<file path="src/rtl/dmem_lsu.sv">
// Load/store initiator between the MEM stage and a word-addressed dataMem with
// 1-cycle registered read data. Sub-word stores use read-modify-write. Misaligned,
// out-of-range and illegal-size requests complete with an error and never touch memory.
module dmem_lsu #(
  parameter int unsigned MEM_AW    = 11,
  parameter int unsigned MEM_DEPTH = 2048
) (
  input  logic        clk,
  input  logic        rst,
  input  logic        req_valid,
  output logic        req_ready,
  input  logic        req_write,
  input  logic [1:0]  req_size,
  input  logic        req_signed,
  input  logic [31:0] req_addr,
  input  logic [31:0] req_wdata,
  output logic        resp_valid,
  output logic        resp_err,
  output logic [31:0] resp_rdata,
  output logic [31:0] mem_addr,
  output logic [31:0] mem_wdata,
  input  logic [31:0] mem_rdata,
  output logic        mem_read,
  output logic        mem_write
);

  typedef enum logic [2:0] {
    StIdle, StRd, StRdw, StRmwRd, StRmwMrg, StWr, StErr
  } state_e;

  state_e      state_q, state_d;
  logic [1:0]  size_q, size_d;
  logic        signed_q, signed_d;
  logic [1:0]  lane_q, lane_d;
  logic [15:0] wdata_q, wdata_d;

  logic        resp_valid_d, resp_err_d, mem_read_d, mem_write_d;
  logic [31:0] resp_rdata_d, mem_addr_d, mem_wdata_d;

  logic        req_err;
  logic [7:0]  byte_v;
  logic [15:0] half_v;
  logic [31:0] load_ext;
  logic [31:0] merged;

  assign req_ready = (state_q == StIdle);

  // Reject at accept: misaligned half/word, illegal size, or word index beyond memory.
  always_comb begin
    req_err = 1'b0;
    if (req_size == 2'b11) req_err = 1'b1;
    if (req_size == 2'b01 && req_addr[0]) req_err = 1'b1;
    if (req_size == 2'b10 && req_addr[1:0] != 2'b00) req_err = 1'b1;
    if ({2'b00, req_addr[31:2]} >= MEM_DEPTH) req_err = 1'b1;
  end

  // Lane extraction for loads and lane replacement for sub-word stores.
  always_comb begin
    byte_v   = mem_rdata[{lane_q, 3'b000} +: 8];
    half_v   = mem_rdata[{lane_q[1], 4'b0000} +: 16];
    load_ext = mem_rdata;
    merged   = mem_rdata;
    case (size_q)
      2'b00: begin
        load_ext = {{24{signed_q & byte_v[7]}}, byte_v};
        merged[{lane_q, 3'b000} +: 8] = wdata_q[7:0];
      end
      2'b01: begin
        load_ext = {{16{signed_q & half_v[15]}}, half_v};
        merged[{lane_q[1], 4'b0000} +: 16] = wdata_q;
      end
      default: ;
    endcase
  end

  // Next-state and next registered outputs.
  always_comb begin
    state_d      = state_q;
    size_d       = size_q;
    signed_d     = signed_q;
    lane_d       = lane_q;
    wdata_d      = wdata_q;
    resp_valid_d = 1'b0;
    resp_err_d   = 1'b0;
    resp_rdata_d = 32'h0;
    mem_read_d   = 1'b0;
    mem_write_d  = 1'b0;
    mem_addr_d   = mem_addr;
    mem_wdata_d  = mem_wdata;
    unique case (state_q)
      StIdle: begin
        if (req_valid) begin
          size_d   = req_size;
          signed_d = req_signed;
          lane_d   = req_addr[1:0];
          wdata_d  = req_wdata[15:0];
          if (req_err) begin
            state_d = StErr;
          end else begin
            mem_addr_d = {{(32 - MEM_AW){1'b0}}, req_addr[MEM_AW+1:2]};
            if (req_write && req_size == 2'b10) begin
              mem_write_d = 1'b1;
              mem_wdata_d = req_wdata;
              state_d     = StWr;
            end else if (req_write) begin
              mem_read_d = 1'b1;
              state_d    = StRmwRd;
            end else begin
              mem_read_d = 1'b1;
              state_d    = StRd;
            end
          end
        end
      end
      StRd:    state_d = StRdw;
      StRdw: begin
        resp_valid_d = 1'b1;
        resp_rdata_d = load_ext;
        state_d      = StIdle;
      end
      StRmwRd: state_d = StRmwMrg;
      StRmwMrg: begin
        mem_wdata_d = merged;
        mem_write_d = 1'b1;
        state_d     = StWr;
      end
      StWr: begin
        resp_valid_d = 1'b1;
        state_d      = StIdle;
      end
      StErr: begin
        resp_valid_d = 1'b1;
        resp_err_d   = 1'b1;
        state_d      = StIdle;
      end
      default: state_d = StIdle;
    endcase
  end

  // State and output registers with synchronous reset.
  always_ff @(posedge clk) begin
    if (rst) begin
      state_q    <= StIdle;
      size_q     <= 2'b00;
      signed_q   <= 1'b0;
      lane_q     <= 2'b00;
      wdata_q    <= 16'h0;
      resp_valid <= 1'b0;
      resp_err   <= 1'b0;
      resp_rdata <= 32'h0;
      mem_read   <= 1'b0;
      mem_write  <= 1'b0;
      mem_addr   <= 32'h0;
      mem_wdata  <= 32'h0;
    end else begin
      state_q    <= state_d;
      size_q     <= size_d;
      signed_q   <= signed_d;
      lane_q     <= lane_d;
      wdata_q    <= wdata_d;
      resp_valid <= resp_valid_d;
      resp_err   <= resp_err_d;
      resp_rdata <= resp_rdata_d;
      mem_read   <= mem_read_d;
      mem_write  <= mem_write_d;
      mem_addr   <= mem_addr_d;
      mem_wdata  <= mem_wdata_d;
    end
  end

endmodule

</file>
<file path="config.mk">
export PLATFORM = sky130hd
export DESIGN_NAME = dmem_lsu
export DESIGN_NICKNAME = d
export VERILOG_FILES = /design/src/rtl/dmem_lsu.sv
export SDC_FILE = /design/constraint.sdc
export NUM_CORES = 1
export LEC_CHECK = 0
export CAP_MARGIN = 15
export CORE_UTILIZATION = 35
export CTS_CLUSTER_DIAMETER = 200
export DETAILED_ROUTE_END_ITERATION = 8
export GPL_TIMING_DRIVEN = 0
export MAX_ROUTING_LAYER = met4
export PLACE_DENSITY_LB_ADDON = 0.3
export SYNTH_ARGS = -nofsm -noshare
export SYNTH_HDL_FRONTEND = slang
export SYNTH_SLANG_ARGS = --single-unit
</file>
<file path="constraint.sdc">
create_clock -name clk -period 2.65 [get_ports clk]
set_input_delay 0.53 -clock clk [delete_from_list [all_inputs] [get_ports clk]]
set_output_delay 0.53 -clock clk [all_outputs]
set_load 0.01 [all_outputs]
</file>
[After elaboration in Yosys (flattened, before gate mapping)]
Cells that the tools add are included.
Storage, ports and cells
  flip-flop bits (word level): 103
  bits of input ports: 103
  output and inout bits: 101
  word-level logic and storage cells: 77
Cells by class
  $add $sub $neg: 2
  $lt $le $gt $ge: 1
  equality and inequality tests: 13
  shift operators: 6
  multiplexer cells: 24
  bitwise operators: 6
  reductions and logical operators: 13
Operator list (number)
  32-bit case mux with 2 select lines: 3
  32-bit 2-to-1 mux: 3
  32-bit bitwise mux: 2
  16-bit by 7-bit variable shift with 32-bit output (first input constant): 1
  8-bit by 7-bit variable shift with 32-bit output (first input constant): 1
  16-bit by 7-bit variable part select with 32-bit output: 1
  32-bit by 6-bit variable part select with 16-bit output: 1
  32-bit by 6-bit variable part select with 8-bit output: 1
  8-bit by 7-bit variable part select with 32-bit output: 1
  30-bit by 12-bit >= comparator with 1-bit output (second input constant): 1
  5-bit negation with 7-bit output: 2
  3-bit case mux with 4 select lines: 1
  1-bit 2-to-1 mux: 10
  3-bit equality test (second input constant): 3
  3-bit 2-to-1 mux: 3
  3-bit by 2-bit equality test with 1-bit output (second input constant): 2
  2-bit by 1-bit equality test with 1-bit output (second input constant): 2
  2-bit equality test (second input constant): 2
  2-bit != test (second input constant): 2
  1-bit NOT: 4
  4-bit AND reduction: 1
  2-bit nonzero test: 2
  4-bit OR reduction: 1
  3-bit by 1-bit equality test with 1-bit output (second input constant): 1
  11 further kinds: 14

[Longest topological paths before layout]
Gate-level depths: netlist of run 1.
  depth after elaboration: 8
  mapped depth: 9
  mapped depth without buffers: 6

[Worst setup path before layout of run 1]
Ideal clock, no wire load.
  kind: flip-flop to flip-flop
  from: register lane_q[1]
  to: register mem_wdata[10]
  library setup time: 96 ps
  arrival: 2366 ps
  data required time: 2554 ps
  path slack: 188 ps
  stages on the path, launching flop included: 10
  path buffers: 3
  period minus slack after synthesis: 2462 ps
  cells stage by stage: dfxtp_1 clkbuf_1 buf_2 inv_2 ha_1 or3b_1 clkbuf_1 nor3_2 a221oi_1 o41ai_2
On the way
  word-level cells in the longest chain between the ends: 5
  elaborated cells between the ends (all ways): 10
  those cells by class: add/sub: 2; shift: 4; mux: 4
RTL lines
  start: declaration: line 34  | logic [1:0] lane_q, lane_d;
  start signal: assignment: line 159  | lane_q <= lane_d;
  5-bit negation with 7-bit output, on equally long branches: line 70, 66
  16-bit by 7-bit variable part select with 32-bit output, or another cell as far along: line 70  | merged[{lane_q[1], 4'b0000} +: 16] = wdata_q;
  32-bit bitwise mux, on equally long branches: line 70, 66
  32-bit case mux with 2 select lines (*): line 63  | case (size_q)
  32-bit case mux with 2 select lines (*): line 90  | unique case (state_q)
  end signal: assignment: line 167  | mem_wdata <= mem_wdata_d;
  end: declaration: line 21  | output logic [31:0] mem_wdata,
Every way passes the cells marked *; elsewhere a longest branch is shown, timed or not.
A chain may end at the register's enable or synchronous reset.

[Worst setup path after layout of run 1]
  from: register lane_q[1]
  to: register mem_wdata[31]
Same word-level chain as after synthesis.

==> impl_metrics.ini, run 1 <==
[run_status]
status = finished, final reports clean

[logic_synthesis]
netlist_area_sq_um = 5911
yosysWarnings = 0
netlist_instances = 691
async_flop_share_pct = 0
synth_seq_cells = 103
synth_area_per_cell_sq_um = 8.554
synth_seq_area_share_pct = 34.89
ys.flop_type = dfxtp_1
synth-edff-count = 0
synth.distinct_cells = 59

[worst_setup_path]
crit_end = mem_wdata[31]
cp-end-kind = flip-flop
cpMaxStageDelayCell = or4b_1
critPathMaxStageDelay_ps = 650
crit_fanout = 12
cp.arrival_ps = 2860
reg2reg_from = lane_q[1]
worstSetupPathDepth = 8
crit_start = lane_q[1]
reg2reg_slack_ps = 40
reg2reg_depth = 8
crit_buf_inv = 3
worst-endpoint-required_ps = 2910
worstPathCellList = buf_4 > inv_2 > ha_1 > or4b_1 > nor3_1 > a2111oi_0 > buf_1 > o41ai_2
rr_endpoint = mem_wdata[31]
path_class = reg -> reg
worst_setup_path_start_kind = flip-flop
path_delay_family = simple AND/OR/NAND/NOR gates

[placed_design]
place.detailed.hpwl_mm = 16.43
gp_congestion = 0.9193
port_buffers = 182

[sta]
finalCritPeriodShare_pct = 98.37
rsz0062_at_grt = true
worstMarginPinSlew_ps = 799.1
fmax_ghz = 0.3836
hold_viol_final = 0
period_needed_ps = 2607
setup_violations = 0
whs_ps = 470.5
relSlewSlack_pct = 45.98
slew_viol_final = 0
skew_ps = 7.204

[clock_tree]
clkTransAtPathRegs_ps = 70
hold_buffers = 0
cts.sinks = 103
cts_made_buffers = 9
tritoncts = built
cts_root_buf = clkbuf_16
clock_latency_ps = 350
cts_buffer_depth = 2
htreeDepth = 3

[grt]
grt_pass1_vias = 6054
grt-ovfl-total = 0
grt_first_pass_wirelength_mm = 33.67
grtUsageTotal_pct = 25.57
grt_max_degree = 16
antenna_found_initial = 0

[detailed_routing]
drt-initial-drc-count = 514
detail-route-antenna-nets = 0
viasPerCell = 5.503
drc_errors = 0
dr.pass1.iters = 8
num_vias = 6196
wl_mm = 21.39
post_drt_wl_per_cell_microns = 18.99

[die]
fp.coreArea_sq_um = 16520
dieArea_sq_um = 17410
die_h_microns = 132.0
die_w_microns = 132.0
io_pins = 204
start_util_pct = 35.77
rows = 47

[cells_and_area]
n_fill_cell = 1566
area_delta_synth_final_pct = 42.97
final_core_util_pct = 51.14
seq_area_sq_um = 2063
drive_gt1_share_pct = 12.25
multi_input_area_sq_um = 3446
final_nets = 1011
diodes = 0

[min_path]
hold_path_class = reg -> reg

[power_and_ir_drop]
p_leak_nw = 2.968
total_power_mw = 4.244
p_per_area_nw_per_um2 = 502.2
vdd_drop_max_uv = 325.5

[run]
cap_violations = 0
through the flow:
step / cell area (sq um) / setup WS (ps) / std cells / TNS [ps]
after floorplan: 5986 / 188.3 / 711 / 0
after global placement: 8083 / -570.9 / 1113 / -9960
after detailed placement: 8087 / -554.6 / 1114 / -11220
after CTS: 8451 / 26.94 / 1128 / 0
after global routing: 8451 / -78.02 / 1126 / -381.3
final: 8451 / 43.15 / 1126 / 0
cells by family after synthesis:
family	Yosys count	synth area share (%)
buf+inv	109	8.827
simple gates	234	21.78
other cells	1	0.06344
compound gates	231	31.69
flops	103	34.89
fa+ha+maj	5	1.058
mux	8	1.693
cells in the mapped netlist (2+ instances only):
| master | n | area [sq um] |
|---|---|---|
| nor3_1 | 19 | 95.09 |
| nand2b_1 | 5 | 31.28 |
| a31oi_1 | 2 | 12.51 |
| o31ai_1 | 12 | 90.09 |
| nor4_1 | 2 | 12.51 |
| dfxtp_1 | 103 | 2062 |
| a221oi_1 | 16 | 140.1 |
| a222oi_1 | 6 | 60.06 |
| a21oi_1 | 77 | 385.4 |
| nand4_1 | 11 | 68.82 |
| or3b_2 | 19 | 166.4 |
| buf_6 | 3 | 33.78 |
| o41ai_2 | 21 | 341.6 |
| a21o_1 | 10 | 75.07 |
| nor3b_2 | 2 | 25.02 |
| nor2b_1 | 34 | 212.7 |
| o311ai_1 | 2 | 17.52 |
| nor4_2 | 2 | 25.02 |
| nor2_1 | 42 | 157.7 |
| a22o_1 | 8 | 70.07 |
| nor3_2 | 2 | 20.02 |
| o41ai_1 | 11 | 96.34 |
| a22oi_1 | 8 | 60.06 |
| mux2_2 | 6 | 67.56 |
| clkbuf_1 | 56 | 210.2 |
| buf_4 | 22 | 165.2 |
| a2111oi_0 | 17 | 148.9 |
| nand3_1 | 17 | 85.08 |
| inv_1 | 13 | 48.80 |
| nand3b_1 | 3 | 22.52 |
| nor4_4 | 2 | 42.54 |
| or4b_1 | 2 | 20.02 |
| o311ai_0 | 31 | 271.5 |
| nand2_1 | 64 | 240.2 |
| ha_1 | 5 | 62.56 |
| buf_1 | 8 | 30.03 |
| buf_2 | 6 | 30.03 |
state kept, by name, summed over array words and instances (netlist names):
name        flops
mem_wdata      32
resp_rdata     32
wdata_q        16
mem_addr       11
state_q         3
lane_q          2
size_q          2
mem_read        1
mem_write       1
resp_err        1
resp_valid      1
signed_q        1
what timing repair did:
item / CTS / global route
pin swaps: 1 / 0
resized for setup: 15 / 1
setup endpoints to repair: 32 / 24
buffers inserted: 1 / 0
cell usage in the layout (no fill, tap or decap), drive strengths merged, types with 2 or more instances in the layout:
cell type,instances
a31oi,2
a222oi,6
bufinv,2
nor4,6
nor2,42
nand2,64
nand3,18
or4b,2
ha,5
nand4,11
a2111oi,17
nand2b,5
a22oi,8
clkbuf,64
a21o,10
o31ai,12
o21bai,2
inv,14
nor3b,3
mux2,6
a221oi,16
o311ai,33
dfxtp,103
buf,41
a22o,8
conb,21
nor3,21
o41ai,32
nor2b,34
nand3b,3
clkdlybuf4s50,182
a21oi,77
or3b,20
power breakdown:
group | switching [mW] | internal, mW
sequential | 0.0614 | 1.63
combinational | 0.603 | 0.503
clock | 0.578 | 0.869
worst register-to-register path, stage by stage (launching register included):
cell and delay, ps:
dfxtp_2 410, buf_4 220, inv_2 140, ha_1 320
or4b_1 650, nor3_1 190, a2111oi_0 90, buf_1 200
o41ai_2 290
metal layers:
metal / vias to the layer above / track usage (%) / part of all wire [%]
li1: 2999 / - / -
met1: 2911 / 31.96 / 44
met3: 30 / 5.536 / 7.3
met2: 256 / 40.68 / 47
met4: 0 / 8.721 / 2.4
met5: - / - / 0
area by class of cell:
type	instances	share of cell area [%]
Clock buffer	11	2.991
Inverter	14	0.6219
Multi-Input combinational cell	499	40.78
Timing Repair Buffer	184	21.69
Tap cell	220	3.257
Clock inverter	3	0.7995
Sequential cell	103	24.42
Buffer	92	5.449
worst min path at each step:
stage,startpoint,to,slack [ps],depth (start not counted)
global route,mem_addr[3],mem_addr[3],490,2
finish,mem_addr[10],mem_addr[10],470,2
CTS,mem_addr[2],mem_addr[2],470,2
detailed placement,mem_addr[4],mem_addr[4],460,2
global placement,mem_addr[3],mem_addr[3],450,2
floorplan,signed_q,signed_q,440,2
No activity file was read; power rests on OpenSTA's default activity.
==> inputs of run 2 (changes only) <==
--- a/config.mk
+++ b/config.mk
@@ -8,6 +8,7 @@
 export CAP_MARGIN = 15
 export CORE_UTILIZATION = 35
 export CTS_CLUSTER_DIAMETER = 200
+export CTS_CLUSTER_SIZE = 40
 export DETAILED_ROUTE_END_ITERATION = 8
 export GPL_TIMING_DRIVEN = 0
 export MAX_ROUTING_LAYER = met4
==> results of run 2 <==
Same layout as run 1: the final DEF is identical, and so are final timing and power.
==> inputs of run 3 (changes only) <==
--- a/config.mk
+++ b/config.mk
@@ -13,6 +13,8 @@
 export GPL_TIMING_DRIVEN = 0
 export MAX_ROUTING_LAYER = met4
 export PLACE_DENSITY_LB_ADDON = 0.3
+export REMOVE_ABC_BUFFERS = 1
 export SYNTH_ARGS = -nofsm -noshare
 export SYNTH_HDL_FRONTEND = slang
 export SYNTH_SLANG_ARGS = --single-unit
+export TNS_END_PERCENT = 1
==> run 3 against run 2 <==
Design area shrank 1.6%. Sequential cell count unchanged. Global-route usage is 2.7 points lower. Register-to-register slack gained 20 ps. Clock skew fell by 0.50 ps. Largest power group unchanged. Combinational power down 6%.
==> impl_metrics.ini, run 3 (same netlist as run 1, synthesis figures left out) <==
[run_status]
status = finished, final reports clean

[detailed_routing]
num_vias = 5922
dr.pass1.iters = 7
detail-route-antenna-nets = 0
viasPerCell = 5.624
drc_errors = 0
post_drt_wl_per_cell_microns = 18.89
drt-initial-drc-count = 557
wl_mm = 19.89

[die]
start_util_pct = 35.77
die_h_microns = 132.0
rows = 47
fp.coreArea_sq_um = 16520
dieArea_sq_um = 17410
io_pins = 204
die_w_microns = 132.0

[grt]
grt-ovfl-total = 0
grt_first_pass_wirelength_mm = 30.48
grt_pass1_vias = 5404
grt_max_degree = 87
grtUsageTotal_pct = 22.82
antenna_found_initial = 0

[power_and_ir_drop]
pwr-share-seq_pct = 40.6
p_int_mw = 2.955
total_power_mw = 4.207
vdd_drop_max_uv = 296.1
clockPowerShare_pct = 34.6
p_sw_mw = 1.252
p_per_area_nw_per_um2 = 506.1
p_comb_share_pct = 24.8
p_leak_nw = 2.863
swShare_pct = 29.76

[sta]
worstMarginPinSlew_ps = 1091
hold_viol_final = 0
finalCritPeriodShare_pct = 97.59
rsz0062_at_grt = true
setup_violations = 0
whs_ps = 473.8
period_needed_ps = 2586
fmax_ghz = 0.3867
slew_viol_final = 0
relSlewSlack_pct = 27.29
skew_ps = 6.703

[clock_tree]
cts_buffer_depth = 2
clkTransAtPathRegs_ps = 70
htreeDepth = 3
clock_latency_ps = 350
tritoncts = built
cts.sinks = 103
cts_made_buffers = 9
cts_root_buf = clkbuf_16

[worst_setup_path]
cp.arrival_ps = 2810
critPathMaxStageDelay_ps = 820
cpMaxStageDelayCell = or3b_2
worst_setup_path_start_kind = flip-flop
crit_buf_inv = 1
worstPathCellList = or3b_2 > buf_16 > a2111oi_1 > o41ai_2
worst-endpoint-required_ps = 2870
path_delay_family = compound AO/OA/AOI/OAI gates
cp-end-kind = flip-flop
path_class = reg -> reg
crit_fanout = 35

[placed_design]
place.detailed.hpwl_mm = 13.13
placed_cells = 1029
dpl-instance-area_sq_um = 7839
port_buffers = 182
gp_congestion = 0.8612

[cells_and_area]
n_fill_cell = 1578
largest_registers = mem_wdata x32, resp_rdata x32, wdata_q x16
final_nets = 935
layout_commonest_cell = clkdlybuf4s50_1
drive_gt1_share_pct = 12.38
final_core_util_pct = 50.31
final_area_sq_um = 8313
layout_common_cells = 181 x clkdlybuf4s50_1, 100 x dfxtp_1, 76 x a21oi_1
area_delta_synth_final_pct = 40.64
fin_cells = 1053

[min_path]
hold_path_class = reg -> reg

[run]
cap_violations = 0
-- run 3: cell types whose count changed in the layout (fill, tap and decap cells not counted), sizes merged --
cell           delta
clkinv            +1
clkbuf           -55
clkdlybuf4s50     -1
diode             +1
clkinvlp          +2
inv               +1
o31a              +1
buf              -25
nand3             +2
-- run 3: worst paths after layout --
check	startpoint	to	slack, ps	cells after the start
setup / recovery	state_q[2]	mem_wdata[28]	60	4
hold / removal	mem_addr[5]	mem_addr[5]	470	2
setup reg to reg	state_q[2]	mem_wdata[28]	60	4
hold reg to reg	mem_addr[5]	mem_addr[5]	470	2
-- run 3: worst register-to-register path: cells and delay by family, from the launching register on --
family / cells / cell delay, ps
AOI/OAI and AO/OA: 2 / 820
and+or+nand+nor: 1 / 820
DFF: 1 / 500
buffers and inverters: 1 / 310
-- run 3: layout make-up --
type,count,area (sq um),area share (%)
sequential,103,2071,24.91
inverter,14,52.55,0.6321
timing repair buffer,197,2081,25.03
clock buffer,9,225.2,2.709
antenna,1,2.502,0.03010
multi-input combinational,502,3510,42.22
tap,220,275.3,3.311
clock inverter,7,96.34,1.159
-- run 3: per-stage QoR --
step | setup slack, ps | TNS, ps
final | 63.97 | 0
after floorplan | -742.7 | -22840
after global placement | -3381 | -259570
after global routing | -41.75 | -124.5
after CTS | -15.78 | -29.16
after detailed placement | -889.8 | -31500
-- run 3: metal layers --
layer / GRT usage (%) / up-vias / share of wire [%]
met5: - / - / 0
met4: 6.266 / 0 / 1.7
met3: 5.344 / 22 / 7.6
met2: 34.36 / 237 / 45
met1: 30.41 / 2806 / 45
li1: - / 2857 / -
-- run 3: timing repair --
action / CTS / global route
resized for setup: 9 / 8
gates cloned: 2 / 1
endpoints found under the setup margin: 50 / 33
hold buffers: 0 / 0
pin swaps: 1 / 4
buffers inserted: 0 / 4
-- run 3: power by group through the flow --
stage / clock [mW] / sequential (mW) / combinational [mW]
global placement: 0 / 1.76 / 0.933
global route: 1.56 / 1.72 / 1.12
floorplan: 0 / 1.76 / 0.449
finish: 1.45 / 1.71 / 1.04
detailed placement: 0 / 1.74 / 1.01
CTS: 1.49 / 1.71 / 1.02
